File: src/rtl/stream_serializer.sv
// Parallel-to-serial feeder with valid/ready input and a 1-bit Stream output.
// Optional even-parity bit after each word when STREAM_PARITY_EN is defined.
module stream_serializer #(
    parameter int unsigned DATA_W     = 8,
    parameter bit          MSB_FIRST  = 1'b1,
    parameter bit          IDLE_LEVEL = 1'b0,
    parameter int unsigned CNT_W      = 16
) (
    input  logic              clk,
    input  logic              rst_n,
    input  logic [DATA_W-1:0] in_data,
    input  logic              in_valid,
    output logic              in_ready,
    output logic              Stream,
    output logic              stream_valid,
    output logic              frame_start,
    output logic [CNT_W-1:0]  word_count
);

    localparam int unsigned BIT_W = (DATA_W > 1) ? $clog2(DATA_W) : 1;
    localparam logic [BIT_W-1:0] LAST_BIT = BIT_W'(DATA_W - 1);

    localparam logic [1:0] ST_IDLE   = 2'd0;
    localparam logic [1:0] ST_SHIFT  = 2'd1;
`ifdef STREAM_PARITY_EN
    localparam logic [1:0] ST_PARITY = 2'd2;
`endif

    logic [1:0]        state_q, state_d;
    logic [BIT_W-1:0]  bit_cnt_q, bit_cnt_d;
    logic [DATA_W-1:0] data_q, data_d;
    logic [CNT_W-1:0]  word_count_q, word_count_d;
    logic              last_data;
    logic              word_end;
    logic              accept;
    logic [BIT_W-1:0]  bit_idx;

    always_comb begin
        last_data = (state_q == ST_SHIFT) && (bit_cnt_q == LAST_BIT);
`ifdef STREAM_PARITY_EN
        word_end  = (state_q == ST_PARITY);
`else
        word_end  = last_data;
`endif
        in_ready  = rst_n && ((state_q == ST_IDLE) || word_end);
        accept    = in_valid && in_ready;

        state_d      = state_q;
        bit_cnt_d    = bit_cnt_q;
        data_d       = data_q;
        word_count_d = word_count_q;

        if ((state_q == ST_SHIFT) && !last_data) begin
            bit_cnt_d = bit_cnt_q + BIT_W'(1);
        end
        if (word_end) begin
            word_count_d = word_count_q + CNT_W'(1);
        end
`ifdef STREAM_PARITY_EN
        if (last_data) begin
            state_d = ST_PARITY;
        end
`endif
        // A word may be accepted while its predecessor's final cycle is on the wire
        if (word_end || (state_q == ST_IDLE)) begin
            state_d = accept ? ST_SHIFT : ST_IDLE;
        end
        if (accept) begin
            data_d    = in_data;
            bit_cnt_d = '0;
        end
    end

    always_comb begin
        bit_idx = MSB_FIRST ? (LAST_BIT - bit_cnt_q) : bit_cnt_q;
        case (state_q)
            ST_SHIFT:  Stream = data_q[bit_idx];
`ifdef STREAM_PARITY_EN
            ST_PARITY: Stream = ^data_q;
`endif
            default:   Stream = IDLE_LEVEL;
        endcase
        stream_valid = (state_q != ST_IDLE);
        frame_start  = (state_q == ST_SHIFT) && (bit_cnt_q == '0);
        word_count   = word_count_q;
    end

    always_ff @(posedge clk) begin
        if (!rst_n) begin
            state_q      <= ST_IDLE;
            bit_cnt_q    <= '0;
            data_q       <= '0;
            word_count_q <= '0;
        end else begin
            state_q      <= state_d;
            bit_cnt_q    <= bit_cnt_d;
            data_q       <= data_d;
            word_count_q <= word_count_d;
        end
    end

endmodule

File: config.mk
export PLATFORM = sky130hd
export DESIGN_NAME = stream_serializer
export DESIGN_NICKNAME = d
export VERILOG_FILES = /design/src/rtl/stream_serializer.sv
export SDC_FILE = /design/constraint.sdc
export NUM_CORES = 1
export LEC_CHECK = 0
export ABC_CLOCK_PERIOD_IN_PS = 1620
export BUFFER_PORTS_ARGS = -buffer_cell sky130_fd_sc_hd__buf_2
export CAP_MARGIN = 25
export CORE_ASPECT_RATIO = 1.1
export CORE_MARGIN = 8
export CORE_UTILIZATION = 47
export CTS_CLUSTER_SIZE = 16
export DETAILED_ROUTE_END_ITERATION = 16
export GPL_TIMING_DRIVEN = 0
export HOLD_SLACK_MARGIN = 0.03
export PLACE_DENSITY = 0.74
export SLEW_MARGIN = 20
export SYNTH_ARGS = -nofsm -noshare
export SYNTH_HDL_FRONTEND = slang
export SYNTH_SLANG_ARGS = --single-unit
File: constraint.sdc
create_clock -name clk -period 1.62 [get_ports clk]
set_input_delay 0.162 -clock clk [delete_from_list [all_inputs] [get_ports clk]]
set_output_delay 0.162 -clock clk [all_outputs]
set_load 0.05 [all_outputs]
# --- Yosys cells after proc, flatten, opt, wreduce, memory -nomap -nowiden ---
# Index checks and enable logic that the tools add are counted.
# Widths: inputs -> output; s select.
word_totals:
  out_inout_bits: 20
  inputBits: 11
  latchBits: 0
  word_cells: 26
  memories: 0
  mem_bits_rw: 0
  ff_bits: 29
  romBits: 0
op_classes:
  addsub: 3
  n_mul: 0
  n_shift: 0
  eq_ne: 2
  n_mux: 4
  bitwise_logic: 1
  n_div: 0
  order_cmp: 1
  reduce_logical: 11
ops:
  columns: ["cell", "count"]
  rows:
  - ["$add 16x1->16 const B", 1]
  - ["$logic_and 1x1->1", 5]
  - ["$lt 3x4->1 const B", 1]
  - ["$add 3x1->3 const B", 1]
  - ["$bmux 1 s3", 1]
  - ["$eq 3x3->1 const B", 1]
  - ["$logic_not 3->1", 1]
  - ["$mux 1", 3]
  - ["$sub 3x3->3 const A", 1]
  - ["$eq 2x1->1 const B", 1]
  - ["$logic_not 2->1", 1]
  - ["$reduce_bool 2->1", 1]
  - ["$reduce_or 2->1", 1]
  - ["$logic_not 1->1", 1]
  - ["$logic_or 1x1->1", 1]
  - ["$not 1->1", 1]

# --- Longest topological paths before layout ---
depth:
  depth_word: 6
  depth_mapped: 8
  mapped_depth_nobuf: 6

# --- Worst setup path after synthesis ---
# Ideal clock, no wire load.
synth_timing:
  path_kind: "register to output"
  start: "register bit_cnt_q[0]"
  end: "output port in_ready"
  arrival_time_ps: 1660
  t_required_ps: 1458
  path_buffers: 1
  slack_ps: -202
  path_stages_with_launch: 6
  path_cell_list: "dfxtp_1 -> ha_1 -> ha_1 -> nor2b_1 -> buf_2 -> nor2_1"
synth_via:
  elab_chain_len: 4
synth_lines:
  columns: ["element", "line_no", "source"]
  rows:
  - ["start: declaration", "30", "logic [BIT_W-1:0] bit_cnt_q, bit_cnt_d;"]
  - ["start signal: assignment", "96", "bit_cnt_q <= bit_cnt_d;"]
  - ["$eq 3x3->1", "39", "last_data = (state_q == ST_SHIFT) && (bit_cnt_q == LAST_BIT);"]
  - ["$logic_and 1x1->1", "39", null]
  - ["$logic_or 1x1->1", "45", "in_ready = rst_n && ((state_q == ST_IDLE) || word_end);"]
  - ["$logic_and 1x1->1", "45", null]
  - ["end: declaration", "13", "output logic in_ready,"]
# Every way passes these cells.

# --- Final worst setup path ---
# Ends and elaborated chain as after synthesis.

==> results.cfg <==
[outcome]
status = finished with violations
violations = setup timing

[global_routing]
grtUsageTotal = 0.139
grt_max_degree = 16
grt-ovfl-total = 0
met1_usage = 0.150
antenna_found_initial = 0
met2_usage = 0.244
grtUsageMet3 = 0.0316
grt_pass1_wl_mm = 5.26
grt_pass1_vias = 1231
busiest_layer = met2

[route]
drt_pre_antenna_iters = 4
routed_via_density = 5.27
vias = 1229
drt-total-wl_mm = 3.32
ant_nets = 0
drc = 0
drt_first_iter_violations = 74
wl_per_cell_um = 14.3

[power]
p_clk_frac = 0.286
power.switching_mw = 0.307
power_switching_share = 0.251
ir_drop_v = 0.000442
p_int_mw = 0.917
leakage_nw = 0.805
power.density_cell_area_nw_per_um2 = 660
power_frac_seq = 0.590
fin_total_pwr_mw = 1.22
combPwrFrac = 0.124

[sta]
tightest_slew_ps = 473
holdWs_ps = 98.2
maxSlewHeadroom = 0.685
max_freq_ghz = 0.545
slew_violations = 0
rsz0062_at_grt = true
setup_viol_count_final = 6
period_needed_ps = 1840
setup-tns-final_ps = -661
skew_ps = 2.05
worst_slack_ps = -216
finalHoldViolCount = 0
final.period_utilization = 1.13

[clock_network]
cts_buffers = 3
cts_root_buffer = clkbuf_4
cts.htree.levels = 1
clock_latency_ps = 330
clk_path_buf_depth = 2
clk_pin_slew_ps = 150
cts.sinks = 28
cts_tree = built

[place]
dp_cells = 211
gp_congestion = 0.812
dp_slack_ps = -182
place_area_um2 = 1500
hpwl_mm = 2.18
port_buffers = 30

[final_layout]
fin_util = 0.686
num-nets-final = 216
diodes = 0
syn2layout_area_growth_pct = 42.8
final_cells = 233
postLayoutCellArea_um2 = 1850
drive_gt1_frac = 0.360

[yosys]
async_flop_share = 0
yosys.cell_types.count = 34
postSynthCellCount = 148
synth_top_area_frac = 0.432
yosysWarningCount = 0
seq_area_frac_synth = 0.432
synthesis.nets = 163
synthTopCellsByArea = dfxtp_1 (43%), nand2_1 (7.5%), nor2_1 (5.2%)
avgSynthCellArea_um2 = 8.78
synth.largest_area_cell = dfxtp_1
synth_seq_cells = 28
synth_edf_count = 0
yosysMostFrequentCell = dfxtp_1
netlist_top_cells_count = dfxtp_1 (28), nand2_1 (26), nor2_1 (18)
ys.flop_type = dfxtp_1
synth_area_um2 = 1300

[worst_setup_path]
required_ps = 1460
startpoint_type = flop
worst_setup_path_end_kind = output pin
arrival_ps = 1670
critPathMaxStageDelay_ps = 400
critPathTopFamily = buffers and inverters
worst-path-max-fanout = 5
worstSetupPathType = flop to output pin
path_buf_inv = 3
path_cells = buf_4, ha_4, ha_4, nor2b_4, buf_6, nor2_2, buf_6
crit_slowest_cell = dfxtp_4

[die]
fp.dieArea_um2 = 4700
initial_core_util = 0.481
ioPinCount = 31
core_area_um2 = 2700
fp.dieW_um = 66.1
fp.dieH_um = 71.1
rows = 20

[run]
drv_cap = 0

[hold_path]
hold_path.class = primary input to flop
-- kinds of logic (layout without fill, tap and decap cells) --
| kind of cell | Yosys count | after routing | synth area share |
|---|---|---|---|
| simple gates | 76 | 76 | 0.303 |
| mux | 6 | 6 | 0.0655 |
| buf+inv | 8 | 60 | 0.0270 |
| flops | 28 | 28 | 0.432 |
| fa+ha+maj | 4 | 4 | 0.0385 |
| xor+xnor | 10 | 10 | 0.0674 |
| compound gates | 16 | 16 | 0.0674 |
-- final timing paths --
kind	from	endpoint	slack, ps	cells past startpoint
min	in_valid	state_q[0]$_SDFFE_PN0N_	100	3
min reg2reg	data_q[2]$_SDFFE_PN0P_	data_q[2]$_SDFFE_PN0P_	470	2
max	bit_cnt_q[0]$_SDFFE_PP0P_	in_ready	-220	7
max reg2reg	bit_cnt_q[0]$_SDFFE_PP0P_	word_count[8]$_SDFFE_PN0P_	-100	7
-- what timing repair did --
item,in CTS,in global routing
gates cloned,0,1
setup endpoints to repair,18,24
resized for setup,12,25
hold endpoints to repair,7,1
setup buffers,5,4
pin swaps,5,12
hold buffers,7,1
-- registers in the layout, indices dropped and copies added, names as in the netlist --
| register | flops |
|---|---|
| word_count | 16 |
| data_q | 8 |
| state_q | 1 |
| bit_cnt_q | 3 |
-- placed cells by master, fill, tap and decap left out, types with 6 or more instances in the layout --
| master | count |
|---|---|
| nand3_1 | 7 |
| dfxtp_1 | 21 |
| dlygate4sd3_1 | 8 |
| o21ai_0 | 6 |
| nand2_1 | 25 |
| nand4_1 | 6 |
| buf_6 | 9 |
| dfxtp_2 | 6 |
| nor2_1 | 17 |
| buf_2 | 28 |
-- power groups by stage --
stage	sequential (mW)	combinational [mW]	clock (mW)
after floorplan	0.739	0.0724	0
after global placement	0.736	0.108	0
after detailed placement	0.737	0.111	0
after CTS	0.721	0.134	0.356
after global routing	0.725	0.165	0.376
final	0.722	0.152	0.350
-- worst register-to-register path, delay by kind of cell, from the launching register on --
kind | cells | cell delay (ps)
AND/OR/NAND/NOR | 4 | 850
flip-flops | 1 | 410
adder cells (fa/ha/maj) | 2 | 290
buffers and inverters | 1 | 130
-- routing by layer --
| metal | up-vias | wire [um] | share of wire |
|---|---|---|---|
| met5 | - | 0 | 0 |
| li1 | 621 | - | - |
| met4 | 0 | 46 | 0.014 |
| met3 | 5 | 181 | 0.054 |
| met2 | 23 | 1810 | 0.54 |
| met1 | 580 | 1290 | 0.39 |
-- final cells by class --
class	count	area [um2]
sequential	28	572
clock buffer	4	36.3
fill	207	848
multi-input combinational	112	823
tap	33	41.3
timing repair buffer	48	337
inverter	4	15.0
buffer	4	30.0
No activity file was read; power rests on OpenSTA's default activity.
